[config.mk]
export PLATFORM = sky130hd
export DESIGN_NAME = change_dispenser_flat
export DESIGN_NICKNAME = d
export VERILOG_FILES = /design/src/rtl/change_dispenser_if.sv /design/src/rtl/change_dispenser.sv /design/src/flat_wrapper.sv
export SDC_FILE = /design/constraint.sdc
export NUM_CORES = 1
export LEC_CHECK = 0
export ABC_AREA = 1
export BUFFER_PORTS_ARGS = -buffer_cell sky130_fd_sc_hd__buf_4
export CAP_MARGIN = 10
export CORE_UTILIZATION = 65
export DETAILED_ROUTE_END_ITERATION = 10
export GPL_TIMING_DRIVEN = 0
export PLACE_DENSITY = 0.92
export SYNTH_ARGS = -nofsm -noshare
export SYNTH_HDL_FRONTEND = slang
export SYNTH_SLANG_ARGS = --single-unit
[constraint.sdc]
create_clock -name clk -period 7.7 [get_ports clk]
set_input_delay 0.385 -clock clk [delete_from_list [all_inputs] [get_ports clk]]
set_output_delay 0.385 -clock clk [all_outputs]
set_load 0.03 [all_outputs]
[src/rtl/change_dispenser_if.sv]
// Coin hopper handshake: four-phase request/acknowledge
// with the denomination to eject.
interface change_dispenser_if;
    logic       coinReq;
    logic [2:0] coinSel;
    logic       coinAck;

    modport master (
        output coinReq,
        output coinSel,
        input  coinAck
    );

    modport slave (
        input  coinReq,
        input  coinSel,
        output coinAck
    );
endinterface

[src/rtl/change_dispenser.sv]
// Greedy change dispenser: ejects the largest affordable coin in stock,
// one four-phase hopper handshake per coin, with per-phase timeout.
module change_dispenser #(
    parameter int STOCK_INIT  = 20,
    parameter int ACK_TIMEOUT = 1000
) (
    input  logic                clk,
    input  logic                resetN,
    input  logic                start,
    input  logic [9:0]          amount,
    input  logic                restock,
    change_dispenser_if.master  hopper,
    output logic                busy,
    output logic                done,
    output logic                error,
    output logic [9:0]          remaining,
    output logic [6:0]          coinsOut
);

    localparam int CW = $clog2(ACK_TIMEOUT + 1);
    localparam logic [5:0] INIT = 6'(STOCK_INIT);
    localparam logic [CW-1:0] LAST = CW'(ACK_TIMEOUT - 1);

    typedef enum logic [2:0] {
        IDLE, PICK, REQ, RELEASE, FINISH, ERR
    } state_t;

    state_t        state;
    state_t        stateNext;
    logic [5:0]    stock [5];
    logic [CW-1:0] phaseCnt;
    logic [2:0]    sel;
    logic [2:0]    pickSel;
    logic          pickOk;
    logic          badAmount;
    logic          timeout;
    logic          errorQ;

    function automatic logic [9:0] coinValue(input logic [2:0] s);
        case (s)
            3'd0:    coinValue = 10'd5;
            3'd1:    coinValue = 10'd10;
            3'd2:    coinValue = 10'd25;
            3'd3:    coinValue = 10'd50;
            default: coinValue = 10'd100;
        endcase
    endfunction

    assign badAmount = (amount > 10'd500) || ((amount % 10'd5) != 10'd0);
    assign timeout   = (phaseCnt == LAST);

    // Ascending scan: the last hit is the largest usable denomination.
    always_comb begin
        pickOk  = 1'b0;
        pickSel = 3'd0;
        for (int i = 0; i < 5; i++) begin
            if (stock[i] != 6'd0 && coinValue(3'(i)) <= remaining) begin
                pickOk  = 1'b1;
                pickSel = 3'(i);
            end
        end
    end

    always_comb begin
        stateNext = state;
        unique case (state)
            IDLE: begin
                if (start)
                    stateNext = badAmount ? ERR : PICK;
            end
            PICK: begin
                if (remaining == 10'd0)
                    stateNext = FINISH;
                else if (pickOk)
                    stateNext = REQ;
                else
                    stateNext = ERR;
            end
            REQ: begin
                if (hopper.coinAck)
                    stateNext = RELEASE;
                else if (timeout)
                    stateNext = ERR;
            end
            RELEASE: begin
                if (!hopper.coinAck)
                    stateNext = PICK;
                else if (timeout)
                    stateNext = ERR;
            end
            FINISH:  stateNext = IDLE;
            ERR:     stateNext = IDLE;
            default: stateNext = IDLE;
        endcase
    end

    always_ff @(posedge clk or negedge resetN) begin
        if (!resetN)
            state <= IDLE;
        else
            state <= stateNext;
    end

    always_ff @(posedge clk or negedge resetN) begin
        if (!resetN) begin
            sel       <= 3'd0;
            errorQ    <= 1'b0;
            remaining <= 10'd0;
            coinsOut  <= 7'd0;
            phaseCnt  <= '0;
            for (int i = 0; i < 5; i++)
                stock[i] <= INIT;
        end else begin
            // Counter restarts whenever a handshake phase is (re)entered.
            if ((state == REQ || state == RELEASE) && stateNext == state)
                phaseCnt <= phaseCnt + 1'b1;
            else
                phaseCnt <= '0;

            if (stateNext == ERR)
                errorQ <= 1'b1;
            else if (state == IDLE && start)
                errorQ <= 1'b0;

            unique case (state)
                IDLE: begin
                    if (restock)
                        for (int i = 0; i < 5; i++)
                            stock[i] <= INIT;
                    if (start) begin
                        remaining <= amount;
                        coinsOut  <= 7'd0;
                    end
                end
                PICK: begin
                    if (pickOk && remaining != 10'd0)
                        sel <= pickSel;
                end
                REQ: begin
                    if (hopper.coinAck) begin
                        remaining  <= remaining - coinValue(sel);
                        stock[sel] <= stock[sel] - 6'd1;
                        coinsOut   <= coinsOut + 7'd1;
                    end
                end
                default: ;
            endcase
        end
    end

    assign hopper.coinReq = (state == REQ);
    assign hopper.coinSel = sel;
    assign busy  = (state != IDLE);
    assign done  = (state == FINISH) || (state == ERR);
    assign error = errorQ;

endmodule

[src/flat_wrapper.sv]
// flat-port wrapper written by rule: the top's interface ports become plain ports
module change_dispenser_flat 
#(
    parameter int STOCK_INIT  = 20,
    parameter int ACK_TIMEOUT = 1000
)
  (clk, resetN, start, amount, restock, busy, done, error, remaining, coinsOut, hopper_coinReq, hopper_coinSel, hopper_coinAck);
  change_dispenser_if hopper_i ();
  input  logic clk;
  input  logic resetN;
  input  logic start;
  input  logic [9:0] amount;
  input  logic restock;
  output logic busy;
  output logic done;
  output logic error;
  output logic [9:0] remaining;
  output logic [6:0] coinsOut;
  output wire logic [$bits(hopper_i.coinReq)-1:0] hopper_coinReq;
  output wire logic [$bits(hopper_i.coinSel)-1:0] hopper_coinSel;
  input wire logic [$bits(hopper_i.coinAck)-1:0] hopper_coinAck;
  assign hopper_coinReq = hopper_i.coinReq;
  assign hopper_coinSel = hopper_i.coinSel;
  assign hopper_i.coinAck = hopper_coinAck;
  change_dispenser #(.STOCK_INIT(STOCK_INIT), .ACK_TIMEOUT(ACK_TIMEOUT)) u_core (.clk(clk), .resetN(resetN), .start(start), .amount(amount), .restock(restock), .hopper(hopper_i), .busy(busy), .done(done), .error(error), .remaining(remaining), .coinsOut(coinsOut));
endmodule
==> impl_metrics.env, run 1 <==
export IMPL_violations="DRC"
export IMPL_reg2reg_slack_ps=4060
export IMPL_use_met1=0.412
export IMPL_relSlewSlack=0.287
export IMPL_synthFlopType="dfrtp_1"
export IMPL_io_pins=39
export IMPL_crit_arrival_ps=4490
export IMPL_period_share=0.551
export IMPL_die_y_um=85.0
export IMPL_nFillCells=476
export IMPL_yosys_area_top_type="dfrtp_1"
export IMPL_drt_iter0_drc=376
export IMPL_synth_cell_types=54
export IMPL_row_count=29
export IMPL_antenna_found_initial=0
export IMPL_gr_usage_all_layers=0.343
export IMPL_start_util=0.689
export IMPL_cap_violations=0
export IMPL_grt_ovfl_total=0
export IMPL_synth_edf_count=0
export IMPL_synth_nets=639
export IMPL_netlist_area_um2=4470
export IMPL_ff2ff_path_depth=11
export IMPL_postSynthCellCount=610
export IMPL_worst_slack_ps=3460
export IMPL_r2r_end="u_core.phaseCnt[7]"
export IMPL_power_density_nw_per_um2=401
export IMPL_htree_num_levels=3
export IMPL_ys_top_cells_by_count="nand2_1 (109), inv_1 (97), nor2_1 (75)"
export IMPL_num_vias=4496
export IMPL_drt_wl_total_um=11700
export IMPL_cp_start_kind="primary input"
export IMPL_met2_usage=0.587
export IMPL_cts_made_buffers=9
export IMPL_busiest_layer="met2"
export IMPL_final_max_slew_viol_count=0
export IMPL_crit_top_cell="nand2_2"
export IMPL_worstMarginPinSlew_ps=1040
export IMPL_met3_usage=0.0584
export IMPL_seq_area_frac_synth=0.361
export IMPL_p_total_uw=2020
export IMPL_dieArea_um2=7220
export IMPL_drive_gt1_frac=0.164
export IMPL_cp_max_fo=9
export IMPL_cts_resized=0
export IMPL_synth_area_leaders="dfrtp_1 (30%), nand2_1 (9.1%), inv_1 (8.1%), nor2_1 (6.3%), dfstp_2 (5.9%)"
export IMPL_grt_pass1_wl_um=19700
export IMPL_r2r_start="u_core.state[1]"
export IMPL_cts_path_max_buffers=2
export IMPL_antenna_cells=0
export IMPL_synthArstFlopShare=1.00
export IMPL_hp_class="primary input to asynchronous set/reset pin"
export IMPL_post_route_drc_count=2
export IMPL_cts_setup_buffers=0
export IMPL_finalClockSkew_ps=8.14
export IMPL_areaGrowthSynthToFinish_pct=12.9
export IMPL_rsz0062_at_grt="false"
export IMPL_detail_route_antenna_nets=0
export IMPL_cp_slowest_cell="a21oi_4"
export IMPL_fmax_ghz=0.236
export IMPL_path_clk_slew_ps=80
export IMPL_ctsHoldBuffers=0
export IMPL_post_synth_top_count_cell="nand2_1"
export IMPL_grt_pass1_vias=4339
export IMPL_cp_slowest_stage_delay_ps=220
export IMPL_clock_latency_ps=360
export IMPL_final_nets=687
export IMPL_fin_area_um2=5050
export IMPL_chipWidth_um=85.0
export IMPL_gp_congestion=0.987
export IMPL_finalHoldViolCount=0
export IMPL_yosysWarnings=0
export IMPL_io_buffers=37
export IMPL_cts_sinks=64
export IMPL_wl_per_cell_um=15.8
export IMPL_crit_path_end_kind="flop"
export IMPL_hpwl_um=8860
export IMPL_setup_violations=0
export IMPL_cts_tree="done"
export IMPL_crit_type="primary input to flop"
export IMPL_ys_seq_elements=64
export IMPL_post_dp_cell_area_um2=4850
export IMPL_pre_cts_slack_ps=3120
export IMPL_viasPerCell=6.08
export IMPL_cp_required_ps=7950
export IMPL_peakVddDrop_mv=0.209
export IMPL_coreArea_um2=6490
export IMPL_status="complete, but fails checks"
export IMPL_finalCriticalPeriod_ps=4240
export IMPL_cts_root_buffer="clkbuf_8"
export IMPL_grt_max_degree=65
export IMPL_syn_area_per_cell_um2=7.33
export IMPL_drt_first_pass_iters=11
export IMPL_tns_ps=0
export IMPL_p_leak_uw=0.00249
export IMPL_synth_top_area_share=0.302
==> layout by cell type, fill, tap and decap left out, types with 12 or more instances in the layout <==
cell type / synthesis / layout
o22ai_1: 12 / 12
inv_1: 97 / 97
dfrtp_1: 54 / 54
nor2_1: 75 / 75
nand2_1: 109 / 109
nand2_2: 18 / 18
a21oi_1: 16 / 16
nor3_1: 12 / 12
ha_1: 13 / 13
nand3_1: 44 / 44
o21ai_0: 28 / 28
buf_4: 1 / 38
o211ai_1: 13 / 13
==> cells by family after synthesis <==
family	after synthesis	synth area share
AOI/OAI and AO/OA	113	0.171
xor gates and xnor gates	11	0.0215
adders and majority gates	14	0.0408
buffers and inverters	114	0.0968
DFF	64	0.361
and+or+nand+nor	294	0.310
==> state kept, by name, summed over array words and instances (netlist names) <==
signal                 flops
u_core.stock              30
u_core.phaseCnt           10
u_core.remaining          10
u_core.coinsOut            7
u_core.hopper.coinSel      3
u_core.state               3
u_core.error               1
==> critical path, delay by kind of cell <==
| family | cells | cell delay, ps |
|---|---|---|
| fa+ha+maj | 2 | 400 |
| compound gates | 2 | 330 |
| simple gates | 30 | 2790 |
| buf+inv | 7 | 580 |
==> layout make-up <==
cell class | instances | area (um2) | area share
Multi-Input combinational cell | 432 | 2430 | 0.481
Sequential cell | 64 | 1610 | 0.320
Inverter | 108 | 405 | 0.0803
Timing Repair Buffer | 37 | 278 | 0.0550
Clock buffer | 9 | 124 | 0.0245
Tap cell | 77 | 96.3 | 0.0191
Clock inverter | 7 | 78.8 | 0.0156
Buffer | 6 | 27.5 | 0.00545
==> stage by stage <==
stage / hold slack (ps) / instances / utilization
after floorplan: 89.4 / 610 / -
after global placement: 449 / 724 / 0.746
after detailed placement: 465 / 724 / 0.746
after CTS: 138 / 740 / 0.778
after global routing: 173 / 740 / 0.778
final: 84.9 / 740 / 0.778
==> where the power goes <==
part           switching (uW)  leakage (uW)  internal, uW  total (uW)
Clock                     148     0.0000925           152         300
Combinational             822       0.00156           384        1210
Sequential               88.1      0.000831           430         518
Total                    1060       0.00249           966        2020
==> worst max path at each step <==
stage / startpoint / to / slack (ps) / cells past startpoint
global placement: amount[7] / u_core.error / 3350 / 41
finish: amount[7] / u_core.error / 3460 / 41
CTS: amount[7] / u_core.error / 3470 / 41
floorplan: amount[9] / u_core.error / 3670 / 40
global route: amount[7] / u_core.error / 3030 / 41
detailed placement: amount[7] / u_core.error / 3120 / 41
==> layer usage <==
layer,share of wire,vias up,routed length (um)
met3,0.077,53,897
met1,0.40,2082,4670
met2,0.48,222,5620
met4,0.045,0,532
met5,0,-,0
li1,-,2139,-
No activity file was read; power rests on OpenSTA's default activity.
==> run 2: changes to the inputs <==
CORE_UTILIZATION = 55   (was 65)
PLACE_DENSITY = 0.83   (was 0.92)
clock period = 3.8 ns   (was 7.7 ns; I/O delays follow)
==> run 2 against run 1 <==
Effect of this change: the run now ends clean; clock power increased by 99%; core utilization decreased by 7.9 points; flip-flop and latch count unchanged; clock skew increased by 4.3 ps; highest routed layer unchanged; largest cell class unchanged; global-route usage fell by 4.2 points.
==> impl_metrics.env, run 2 (synthesis results as in run 1) <==
export IMPL_period_share=0.986
export IMPL_top_layer="met4"
export IMPL_final_max_slew_viol_count=0
export IMPL_drt_first_pass_iters=5
export IMPL_wl_met2_um=6110
export IMPL_io_pins=39
export IMPL_fmax_ghz=0.267
export IMPL_start_util=0.573
export IMPL_r2r_start="u_core.hopper.coinSel[2]"
export IMPL_finalClockSkew_ps=12.4
export IMPL_num_vias=4552
export IMPL_cts_tree="done"
export IMPL_die_y_um=92.2
export IMPL_post_route_drc_count=0
export IMPL_cp_slowest_stage_delay_ps=210
export IMPL_hpwl_um=8800
export IMPL_gr_usage_all_layers=0.301
export IMPL_final_nets=703
export IMPL_detail_route_antenna_nets=0
export IMPL_grt_pass1_vias=4326
export IMPL_crit_path_end_kind="flop"
export IMPL_crit_arrival_ps=4000
export IMPL_finalHoldViolCount=0
export IMPL_antenna_found_initial=0
export IMPL_rsz0062_at_grt="true"
export IMPL_worstMarginPinSlew_ps=938
export IMPL_grt_pass1_wl_um=20100
export IMPL_top_regs="u_core.stock: 30 flops, u_core.phaseCnt: 10 flops, u_core.remaining: 10 flops"
export IMPL_drt_iter0_drc=361
export IMPL_peakVddDrop_mv=0.391
export IMPL_cts_root_buffer="clkbuf_8"
export IMPL_drt_wl_total_um=12300
export IMPL_hp_class="primary input to flop"
export IMPL_relSlewSlack=0.373
export IMPL_worst_slack_ps=52.1
export IMPL_cp_slowest_cell="o21ai_4"
export IMPL_hold_path_startpoint="start"
export IMPL_finalCriticalPeriod_ps=3750
export IMPL_cp_required_ps=4050
export IMPL_drive_gt1_frac=0.224
export IMPL_p_total_uw=4290
export IMPL_wl_per_cell_um=15.7
export IMPL_pre_cts_slack_ps=-610
export IMPL_cap_violations=0
export IMPL_status="finished clean"
export IMPL_power_density_nw_per_um2=787
export IMPL_clock_latency_ps=350
export IMPL_path_clk_slew_ps=70
export IMPL_viasPerCell=5.84
export IMPL_gp_congestion=0.983
export IMPL_row_count=32
export IMPL_cp_start_kind="primary input"
export IMPL_finish_utilization=0.698
export IMPL_wl_met1_um=4900
export IMPL_final_cell_mix="nand2_1 (98), inv_1 (93), nor2_1 (75)"
export IMPL_dieArea_um2=8500
export IMPL_setup_violations=0
export IMPL_holdWs_ps=140
export IMPL_met3WireLength_um=908
export IMPL_io_buffers=37
export IMPL_largest_register_ffs=30
export IMPL_layout_commonest_cell="nand2_1"
export IMPL_cts_path_max_buffers=2
export IMPL_cts_sinks=64
export IMPL_cp_startpoint="amount[9]"
export IMPL_cp_max_fo=8
export IMPL_p_leak_uw=0.00263
export IMPL_regMostFlops="u_core.stock"
export IMPL_htree_num_levels=3
export IMPL_cts_made_buffers=9
export IMPL_nFillCells=617
export IMPL_crit_type="primary input to flop"
export IMPL_grt_max_degree=65
export IMPL_chipWidth_um=92.2
export IMPL_coreArea_um2=7810
export IMPL_areaGrowthSynthToFinish_pct=21.8
export IMPL_antenna_cells=0
export IMPL_grt_ovfl_total=0
==> run 2: per-stage QoR <==
step                      cell area, um2  setup TNS [ps]  std cells
after global routing                5450            -263        780
after floorplan                     4480               0        610
after CTS                           5160               0        769
after detailed placement            4890           -1060        749
after global placement              4890            -694        749
final                               5450               0        780
==> run 2: final cells by class <==
class                   count  area (um2)  area share
plain buffers               6        37.5     0.00689
clock buffers              12         155      0.0285
clock inverters             3        42.5     0.00780
inverters                 108         417      0.0764
multi-input cells         432        2640       0.484
flip-flops and latches     64        1610       0.296
well taps                 102         128      0.0234
repair buffers             53         420      0.0771
==> run 2: final timing paths <==
kind | to | cells past startpoint | slack (ps)
max | u_core.error | 36 | 50
min | u_core.error | 4 | 140
max reg2reg | u_core.remaining[8] | 18 | 330
min reg2reg | u_core.phaseCnt[0] | 1 | 460
max in group asynchronous | u_core.stock[27] | 2 | 2800
min in group asynchronous | u_core.phaseCnt[2] | 2 | 460
==> run 2: metal layers <==
layer / track usage / up-vias
li1: - / 2176
met1: 0.368 / 2147
met2: 0.512 / 196
met3: 0.0614 / 33
met4: 0.134 / 0
met5: 0 / -
==> run 2: report_power, final <==
group          internal [uW]  switching [uW]  leakage [uW]  total (uW)
Combinational            897            1740       0.00170        2640
Clock                    334             264     0.0000985         598
Sequential               872             184      0.000831        1060
==> run 2: worst max-delay path: cells and delay by family <==
| family | cells | cell delay (ps) |
|---|---|---|
| and+or+nand+nor | 19 | 1830 |
| adders and majority gates | 2 | 290 |
| buffers and inverters | 8 | 630 |
| AOI/OAI and AO/OA | 7 | 1040 |
==> run 2: timing repair <==
| item | CTS | global route |
|---|---|---|
| gates resized for setup | 9 | 49 |
| setup endpoints to repair | 2 | 6 |
| hold buffers | 1 | 0 |
| endpoints found under the hold margin | 54 | 0 |
| setup buffers | 4 | 11 |
| pin swaps | 6 | 30 |
